==> src/rtl/cfg_write_arbiter.sv <==
`default_nettype none
// ============================================================================
// Module      : cfg_write_arbiter
// Description : Merges register writes from the asynchronous I2C slave
//               outputs and a local clk-domain requester onto one
//               valid/ready write port towards the core register file.
//               I2C select/data are synchronized, qualified for stability,
//               queued in a small FIFO and arbitrated against the local
//               requester. Sticky error flags report malformed selects,
//               FIFO overflow and out-of-range local addresses.
// Optional    : CFG_ARB_RR_EN - when defined, ties are resolved round-robin;
//               otherwise the I2C FIFO has fixed priority.
// Ports       : clk, rst          - clock, synchronous active-high reset
//               i2c_data_i/sel_i  - async byte and one-hot register select
//               loc_req_i/addr_i/data_i, loc_gnt_o - local write request
//               wr_valid_o/ready_i/addr_o/data_o/src_o - core write port
//               clr_err_i, err_sel_o/err_ovf_o/err_addr_o - sticky errors
// Revision    : 1.0 - initial release
// ============================================================================
module cfg_write_arbiter #(
    parameter int FIFO_DEPTH    = 4,
    parameter int STABLE_CYCLES = 3,
    parameter int NUM_REGS      = 11
) (
    input  logic                clk,
    input  logic                rst,
    input  logic [7:0]          i2c_data_i,
    input  logic [NUM_REGS-1:0] i2c_sel_i,
    input  logic                loc_req_i,
    input  logic [3:0]          loc_addr_i,
    input  logic [7:0]          loc_data_i,
    output logic                loc_gnt_o,
    output logic                wr_valid_o,
    input  logic                wr_ready_i,
    output logic [3:0]          wr_addr_o,
    output logic [7:0]          wr_data_o,
    output logic                wr_src_o,
    input  logic                clr_err_i,
    output logic                err_sel_o,
    output logic                err_ovf_o,
    output logic                err_addr_o
);

    localparam int             c_PTR_W    = $clog2(FIFO_DEPTH);
    localparam logic [3:0]     c_STABLE   = 4'(STABLE_CYCLES);
    localparam logic [4:0]     c_NUM_REGS = 5'(NUM_REGS);
    localparam logic [c_PTR_W:0] c_PTR_ONE = (c_PTR_W+1)'(1);

    // ------------------------------------------------------------------
    // Synchronizer and stability qualifier
    // ------------------------------------------------------------------
    logic [NUM_REGS-1:0] sel_s1_q, sel_s2_q, sel_prev_q;
    logic [7:0]          data_s1_q, data_s2_q, data_prev_q;
    logic [1:0]          warm_q;
    logic [3:0]          cnt_q, cnt_d;
    logic                armed_q, armed_d;
    logic                qualify;
    logic                sel_onehot;
    logic [3:0]          sel_idx;

    always_comb begin
        if ({sel_s2_q, data_s2_q} != {sel_prev_q, data_prev_q}) begin
            cnt_d = 4'd0;
        end else if (cnt_q < c_STABLE) begin
            cnt_d = cnt_q + 4'd1;
        end else begin
            cnt_d = cnt_q;
        end
    end

    // One write per nonzero-select episode: armed only re-arms on an idle select.
    assign qualify    = armed_q && (sel_s2_q != '0) && (cnt_d == c_STABLE) && (cnt_q != c_STABLE);
    assign sel_onehot = $onehot(sel_s2_q);

    always_comb begin
        // warm_q[1] keeps the reset value of the sync flops from arming us,
        // so a select already high when reset drops is ignored.
        if (warm_q[1] && (sel_s2_q == '0)) begin
            armed_d = 1'b1;
        end else if (qualify) begin
            armed_d = 1'b0;
        end else begin
            armed_d = armed_q;
        end
    end

    always_comb begin
        sel_idx = 4'd0;
        for (int i = 0; i < NUM_REGS; i++) begin
            if (sel_s2_q[i]) begin
                sel_idx = 4'(i);
            end
        end
    end

    always_ff @(posedge clk) begin
        if (rst) begin
            sel_s1_q    <= '0;
            sel_s2_q    <= '0;
            sel_prev_q  <= '0;
            data_s1_q   <= '0;
            data_s2_q   <= '0;
            data_prev_q <= '0;
            warm_q      <= '0;
            cnt_q       <= '0;
            armed_q     <= 1'b0;
        end else begin
            sel_s1_q    <= i2c_sel_i;
            sel_s2_q    <= sel_s1_q;
            sel_prev_q  <= sel_s2_q;
            data_s1_q   <= i2c_data_i;
            data_s2_q   <= data_s1_q;
            data_prev_q <= data_s2_q;
            warm_q      <= {warm_q[0], 1'b1};
            cnt_q       <= cnt_d;
            armed_q     <= armed_d;
        end
    end

    // ------------------------------------------------------------------
    // I2C write FIFO: {addr[3:0], data[7:0]}
    // ------------------------------------------------------------------
    logic [11:0]        fifo_mem_q [FIFO_DEPTH];
    logic [c_PTR_W:0]   wr_ptr_q, rd_ptr_q;
    logic               fifo_empty, fifo_full;
    logic [11:0]        fifo_head;
    logic               push, pop;

    assign fifo_empty = (wr_ptr_q == rd_ptr_q);
    assign fifo_full  = (wr_ptr_q[c_PTR_W] != rd_ptr_q[c_PTR_W]) &&
                        (wr_ptr_q[c_PTR_W-1:0] == rd_ptr_q[c_PTR_W-1:0]);
    assign fifo_head  = fifo_mem_q[rd_ptr_q[c_PTR_W-1:0]];

    // A pop in the same cycle frees the slot, so a full FIFO still accepts.
    assign push = qualify && sel_onehot && (!fifo_full || pop);

    always_ff @(posedge clk) begin
        if (push) begin
            fifo_mem_q[wr_ptr_q[c_PTR_W-1:0]] <= {sel_idx, data_s2_q};
        end
    end

    always_ff @(posedge clk) begin
        if (rst) begin
            wr_ptr_q <= '0;
            rd_ptr_q <= '0;
        end else begin
            if (push) wr_ptr_q <= wr_ptr_q + c_PTR_ONE;
            if (pop)  rd_ptr_q <= rd_ptr_q + c_PTR_ONE;
        end
    end

    // ------------------------------------------------------------------
    // Arbitration
    // ------------------------------------------------------------------
    logic out_free, fifo_cand, loc_cand, fifo_wins;
    logic gnt_fifo, gnt_loc, loc_bad;
    logic last_src_q, last_src_d;

    assign out_free  = !wr_valid_o || wr_ready_i;
    assign fifo_cand = !fifo_empty && out_free;
    assign loc_cand  = loc_req_i && out_free;

`ifdef CFG_ARB_RR_EN
    // Round-robin: the I2C side wins a tie only if local went last.
    assign fifo_wins = last_src_q;
`else
    assign fifo_wins = 1'b1;
`endif

    assign gnt_fifo   = !rst && fifo_cand && (!loc_cand || fifo_wins);
    assign gnt_loc    = !rst && loc_cand && !gnt_fifo;
    assign pop        = gnt_fifo;
    assign loc_bad    = ({1'b0, loc_addr_i} >= c_NUM_REGS);
    assign loc_gnt_o  = gnt_loc;
    assign last_src_d = gnt_fifo ? 1'b0 : (gnt_loc ? 1'b1 : last_src_q);

    // ------------------------------------------------------------------
    // Output register
    // ------------------------------------------------------------------
    always_ff @(posedge clk) begin
        if (rst) begin
            wr_valid_o <= 1'b0;
            wr_addr_o  <= '0;
            wr_data_o  <= '0;
            wr_src_o   <= 1'b0;
            last_src_q <= 1'b1;
        end else begin
            last_src_q <= last_src_d;
            if (out_free) begin
                if (gnt_fifo) begin
                    wr_valid_o <= 1'b1;
                    wr_addr_o  <= fifo_head[11:8];
                    wr_data_o  <= fifo_head[7:0];
                    wr_src_o   <= 1'b0;
                end else if (gnt_loc && !loc_bad) begin
                    wr_valid_o <= 1'b1;
                    wr_addr_o  <= loc_addr_i;
                    wr_data_o  <= loc_data_i;
                    wr_src_o   <= 1'b1;
                end else begin
                    wr_valid_o <= 1'b0;
                end
            end
        end
    end

    // ------------------------------------------------------------------
    // Sticky errors: a new event beats a simultaneous clear.
    // ------------------------------------------------------------------
    always_ff @(posedge clk) begin
        if (rst) begin
            err_sel_o  <= 1'b0;
            err_ovf_o  <= 1'b0;
            err_addr_o <= 1'b0;
        end else begin
            err_sel_o  <= (qualify && !sel_onehot) || (err_sel_o && !clr_err_i);
            err_ovf_o  <= (qualify && sel_onehot && fifo_full && !pop) || (err_ovf_o && !clr_err_i);
            err_addr_o <= (gnt_loc && loc_bad) || (err_addr_o && !clr_err_i);
        end
    end

endmodule
`default_nettype wire
==> config.mk <==
export PLATFORM = sky130hd
export DESIGN_NAME = cfg_write_arbiter
export DESIGN_NICKNAME = d
export VERILOG_FILES = /design/src/rtl/cfg_write_arbiter.sv
export SDC_FILE = /design/constraint.sdc
export NUM_CORES = 1
export LEC_CHECK = 0
export CAP_MARGIN = 0
export CORE_ASPECT_RATIO = 0.9
export CORE_MARGIN = 1.5
export CORE_UTILIZATION = 45
export DETAILED_ROUTE_END_ITERATION = 7
export DONT_BUFFER_PORTS = 1
export PLACE_DENSITY_LB_ADDON = 0.25
export SYNTH_ARGS = -nofsm -noshare
export SYNTH_HDL_FRONTEND = slang
export SYNTH_SLANG_ARGS = --single-unit
export TNS_END_PERCENT = 5
==> constraint.sdc <==
create_clock -name clk -period 7.55 [get_ports clk]
set_clock_uncertainty 0.15 [all_clocks]
set_input_delay 1.51 -clock clk [delete_from_list [all_inputs] [get_ports clk]]
set_output_delay 1.51 -clock clk [all_outputs]
set_load 0.02 [all_outputs]
==> impl_metrics.json, run 1 <==
{
  "run_status": "finished, final reports clean",
  "arrival_ns": 4.68,
  "drt_iter0_drc": 104,
  "r2r_start": "sel_s2_q[3]$_SDFF_PP0_",
  "ir_worst_vdd_v": 0.000160,
  "cp.required_ns": 7.44,
  "cp-start-kind": "register",
  "numCtsBuffers": 17,
  "startpoint": "sel_s2_q[3]$_SDFF_PP0_",
  "ioPinCount": 54,
  "synth_compound_area_share_pct": 5.42,
  "yosysSeqAreaShare_pct": 60.9,
  "start_util_pct": 46.3,
  "worstSetupPathType": "register to register",
  "fmax_mhz": 209,
  "place_congestion": 0.778,
  "firstDrtPassIters": 4,
  "hold_viol_final": 0,
  "syn-num-nets": 456,
  "ys_types": 47,
  "clk_pin_slew_worst_paths_ns": 0.06,
  "period_needed_ns": 4.79,
  "synth_top_family_by_area": "simple AND/OR/NAND/NOR gates",
  "hp-class": "register to register",
  "placed_area_sq_um": 5410,
  "worstMarginPinSlew_ns": 0.900,
  "port-buffer-count": 0,
  "synth_simple_gate_area_share_pct": 13.9,
  "syn_area_sq_um": 5290,
  "async_reset_ff_share_pct": 0,
  "htree_levels": 4,
  "hold_buffers": 0,
  "clk_latency_ns": 0.41,
  "grt_pass1_vias": 2833,
  "ys_warn_count": 0,
  "avgRoutedWirePerCell_um": 14.8,
  "syn_area_per_cell_sq_um": 13.1,
  "rsz0062_at_grt": "false",
  "critPathMaxFanout": 12,
  "cts_root_buf": "clkbuf_16",
  "powerDensity_nw_per_um2": 292,
  "slew_headroom_pct": 40.0,
  "num_rows": 37,
  "synth_ff_type": "dfxtp_1",
  "drive_gt1_share_pct": 13.0,
  "drv_cap": 0,
  "leakagePower_nw": 2.05,
  "muxShareOfSynthArea_pct": 7.97,
  "synth_xor_xnor_area_share_pct": 4.31,
  "coreArea_sq_um": 11400,
  "slew_violations": 0,
  "post-route-period-util_pct": 63.5,
  "die_x_um": 117,
  "cts_resized": 0,
  "grt.overflow.total": 0,
  "drc": 0,
  "antenna_found_initial": 0,
  "r2r_slack_ns": 2.76,
  "die_y_um": 106,
  "wl_mm": 8.56,
  "routed_via_density": 4.89,
  "synthCells": 405,
  "grt_pass1_wl_mm": 13.8,
  "hold_start": "warm_q[0]$_DFF_P_",
  "die-area_sq_um": 12400,
  "cts_tree": "yes",
  "cts.path.max_buffers": 2,
  "antenna_cells": 0,
  "grt_usage_pct": 15.1,
  "fin_nets": 460,
  "postCtsSetupBuffers": 0,
  "postRouteAntennaNets": 0,
  "critical_path.endpoint_type": "register",
  "final-setup-viol-count": 0,
  "grt_max_degree": 93,
  "fin_tns_setup_ns": 0,
  "synthAdderAreaFrac_pct": 4.54,
  "area_growth_pct": 13.5,
  "synth_edf_count": 48,
  "dp_hpwl_mm": 5.75,
  "synth-seq-cells": 137,
  "clock_sinks": 137,
  "vias": 2829,
  "finalInstanceArea_sq_um": 6000
}
## cells in the final DEF, fill, tap and decap left out, types with 3 or more instances in the layout
master and count:
edfxtp_1 48, dfxtp_1 89, a211oi_2 6, xnor2_1 24
fa_1 7, nand2_1 7, inv_1 19, clkinvlp_4 3
o31ai_1 3, a211oi_1 6, mux4_2 12, mux2i_1 14
nor2_1 32, and2_1 5, clkbuf_16 17, nand3_1 3
nor4_1 3, nor3_1 6, nor2b_1 56, nor3b_1 3
ha_1 8, bufinv_16 3, a21oi_1 7, clkinv_2 4
nand4_1 6
## cell usage after synthesis, types with 3 or more instances
library cell,n,share of area (%)
a211oi_2,6,1.4
xnor2_1,24,4.0
a211oi_1,6,0.85
edfxtp_1,48,27
dfxtp_1,89,34
nor3_1,6,0.57
nor3b_1,3,0.43
clkbuf_1,10,0.71
mux4_2,12,5.1
nor4_1,4,0.47
nand3_1,3,0.28
nand4_1,6,0.71
nand2_1,7,0.50
nor2_1,32,2.3
o31ai_1,3,0.43
fa_1,7,2.6
and2_1,5,0.59
a21oi_1,7,0.66
nor2b_1,56,6.6
ha_1,8,1.9
mux2i_1,14,2.6
inv_1,19,1.3
## cell families (layout without fill, tap and decap cells)
logic type	count (synthesis)	count (layout)
flops	137	137
simple gates	131	131
buf+inv	35	52
compound gates	34	34
mux	27	27
xor+xnor	26	26
fa+ha+maj	15	15
## per-layer routing
metal	share of wire [%]	global-route usage (%)
met3	5.2	5.69
met4	1.6	6.20
met1	48	19.7
met5	0	0
met2	45	22.5
## critical path, cell delays in order, from the launching register on
cell       delay (ns)
dfxtp_1          0.41
fa_1             0.47
fa_1             0.51
inv_1            0.05
fa_1             0.43
inv_1            0.08
fa_1             0.18
inv_1            0.06
fa_1             0.37
a2111oi_0        0.47
o211ai_1         0.29
nand2b_1         0.26
nor3_2           0.16
and2_1           0.52
## through the flow
stage                     util [%]  worst slack [ns]  power (W)  std cells  hold slack [ns]
after floorplan                  -              2.69   0.000945        405            0.264
after global placement        47.3              2.88   0.000955        545            0.269
after detailed placement      47.3              2.64   0.000959        545            0.271
after CTS                     52.4              2.63    0.00177        577            0.284
after global routing          52.5              2.44    0.00182        578            0.298
final                         52.5              2.76    0.00175        578            0.281
## cell type report
| type | instances | area [sq um] |
|---|---|---|
| inverters | 19 | 71.3 |
| clock inverters | 13 | 154 |
| repair buffers | 1 | 7.51 |
| fillers | 980 | 5430 |
| multi-input cells | 233 | 1920 |
| flip-flops and latches | 137 | 3220 |
| well taps | 156 | 195 |
| clock buffers | 19 | 433 |
## flip-flops by register name, summed over array words and instances (netlist names), 2 cells and up, named ones only
name and flops:
warm_q 2, wr_addr_o 4, wr_ptr_q 3, data_s1_q 8, fifo_mem_q 48, rd_ptr_q 3, cnt_q 4, data_s2_q 8
data_prev_q 8, sel_prev_q 11, sel_s2_q 11, wr_data_o 8, sel_s1_q 11
## report_power, final
group	leakage, nW	switching (W)	internal, W	total [W]
combinational	0.610	0.0000599	0.0000569	0.000117
clock	0.280	0.000295	0.000516	0.000811
sequential	1.16	0.0000353	0.000790	0.000825
## final timing paths
path              depth (start not counted)                          to
setup / recovery                         13  fifo_mem_q[1][7]$_DFFE_PP_
hold / removal                            1        warm_q[1]$_SDFF_PP0_
setup reg to reg                         13  fifo_mem_q[1][7]$_DFFE_PP_
hold reg to reg                           1        warm_q[1]$_SDFF_PP0_
Note: power is estimated with default switching activity, not from simulation.
==> run 2: changes to the inputs <==
==> constraint.sdc (replaced) <==
create_clock -name clk -period 4.8 [get_ports clk]
set_clock_uncertainty 0.15 [all_clocks]
set_input_delay 0.96 -clock clk [delete_from_list [all_inputs] [get_ports clk]]
set_output_delay 0.96 -clock clk [all_outputs]
set_load 0.02 [all_outputs]
==> run 2 against run 1 <==
Net effect:
- setup slack worse by 2.4 ns
- critical path depth up 1
- non-clock buffer count up 3
- flip-flop and latch count stayed put
- wire length is 2.4% lower
- first-iteration DRC count up 7.7%
- via count rose by 1.8%
- largest power group unchanged
==> impl_metrics.json, run 2 (synthesis gave the netlist of run 1 again) <==
{
  "drive_gt1_share_pct": 13.6,
  "layout_common_cells": "89 x dfxtp_1, 56 x nor2b_1, 48 x edfxtp_1",
  "clock_sinks": 137,
  "cell_internal_pwr_w": 0.00209,
  "drt_iter0_drc": 112,
  "cts.path.max_buffers": 2,
  "coreArea_sq_um": 11400,
  "hold_buffers": 0,
  "clk_latency_ns": 0.41,
  "area_growth_pct": 13.6,
  "num_rows": 37,
  "gr-max-usage-layer": "met2",
  "postRouteAntennaNets": 0,
  "die-area_sq_um": 12400,
  "grt_use_met2_pct": 21.9,
  "drv_cap": 0,
  "fin_nets": 463,
  "cts_tree": "yes",
  "final-setup-viol-count": 0,
  "arrival_ns": 4.40,
  "cts_root_buf": "clkbuf_16",
  "grtUsageMet1_pct": 19.8,
  "fmax_mhz": 225,
  "dp_hpwl_mm": 5.69,
  "power.switching_w": 0.000614,
  "multiInputGateArea_sq_um": 1920,
  "numCtsBuffers": 17,
  "p_seq_share_pct": 48.0,
  "netSwitchingFraction_pct": 22.7,
  "grt_max_degree": 93,
  "antenna_cells": 0,
  "grt_pass1_vias": 2883,
  "start_util_pct": 46.3,
  "powerDensity_nw_per_um2": 450,
  "final_common_cell": "dfxtp_1",
  "slew_headroom_pct": 39.8,
  "vias": 2879,
  "grt.overflow.total": 0,
  "die_y_um": 106,
  "fin_tns_setup_ns": 0,
  "avgRoutedWirePerCell_um": 14.4,
  "total_power_w": 0.00270,
  "critPathMaxFanout": 12,
  "leakagePower_nw": 2.07,
  "clk_pin_slew_worst_paths_ns": 0.06,
  "power_frac_comb_pct": 6.8,
  "firstDrtPassIters": 4,
  "ff_latch_area_sq_um": 3220,
  "holdWs_ns": 0.278,
  "cp.required_ns": 4.76,
  "ir_worst_vdd_v": 0.000302,
  "hp-class": "register to register",
  "port-buffer-count": 0,
  "largest_reg_flops": 48,
  "place_congestion": 0.802,
  "run_status": "finished, final reports clean",
  "post-route-period-util_pct": 92.5,
  "worstSetupPathType": "register to register",
  "die_x_um": 117,
  "wl_mm": 8.35,
  "hold_viol_final": 0,
  "fillerInstances": 1000,
  "routed_via_density": 4.96,
  "gr-usage-met3_pct": 5.81,
  "critical_path.endpoint_type": "register",
  "antenna_found_initial": 0,
  "slew_violations": 0,
  "pwr-share-clk_pct": 45.2,
  "rsz0062_at_grt": "false",
  "cp-start-kind": "register",
  "grt_usage_pct": 15.0,
  "ioPinCount": 54,
  "htree_levels": 4,
  "worstMarginPinSlew_ns": 0.903,
  "postCtsSetupBuffers": 0,
  "grt_pass1_wl_mm": 13.7,
  "drc": 0,
  "period_needed_ns": 4.44
}
==> run 2: metal layers <==
metal	vias up	share of wire (%)
li1	1429	-
met1	1353	47
met2	80	44
met3	17	6.4
met4	0	2.2
met5	-	0
==> run 2: final timing paths <==
check / from / endpoint / slack, ns / cells past startpoint
hold / removal: warm_q[1]$_SDFF_PP0_ / armed_q$_SDFFE_PP0P_ / 0.28 / 2
hold reg to reg: warm_q[1]$_SDFF_PP0_ / armed_q$_SDFFE_PP0P_ / 0.28 / 2
setup reg to reg: sel_s2_q[3]$_SDFF_PP0_ / fifo_mem_q[1][1]$_DFFE_PP_ / 0.36 / 14
setup / recovery: sel_s2_q[3]$_SDFF_PP0_ / fifo_mem_q[1][1]$_DFFE_PP_ / 0.36 / 14
==> run 2: layout make-up <==
class,instances,share of cell area (%)
clock buffers,19,7.21
repair buffers,4,0.500
multi-input cells,233,32.0
flip-flops and latches,137,53.7
well taps,156,3.25
clock inverters,13,2.17
inverters,19,1.19
==> run 2: power groups by stage <==
stage / Clock (W) / Combinational [W] / Sequential, W
after global routing: 0.00130 / 0.000208 / 0.00131
final: 0.00122 / 0.000185 / 0.00130
after CTS: 0.00125 / 0.000186 / 0.00130
after floorplan: 0 / 0.000181 / 0.00131
after detailed placement: 0 / 0.000185 / 0.00132
after global placement: 0 / 0.000180 / 0.00132
==> run 2: worst max-delay path, stage by stage (launching register included) <==
cell	delay, ns
dfxtp_1	0.42
fa_1	0.47
fa_1	0.51
inv_1	0.05
fa_1	0.42
inv_1	0.07
fa_1	0.20
inv_1	0.06
fa_1	0.40
a2111oi_2	0.37
o211ai_1	0.23
nand2b_1	0.25
nor3_2	0.18
and2_1	0.16
buf_4	0.20
==> run 2: what timing repair did <==
action / in CTS / in global routing
endpoints found under the hold margin: 0 / 0
resized for setup: 0 / 2
endpoints found under the setup margin: 0 / 36
==> run 2: per-stage QoR <==
step	cells	cell area [sq um]	setup slack, ns	util [%]
6_report	581	6010	0.361	52.5
5_1_grt	581	6010	0.0482	52.5
4_1_cts	581	6000	0.221	52.5
3_5_place_dp	549	5440	0.249	47.5
3_3_place_gp	549	5440	0.416	47.5
2_1_floorplan	405	5300	0.414	-
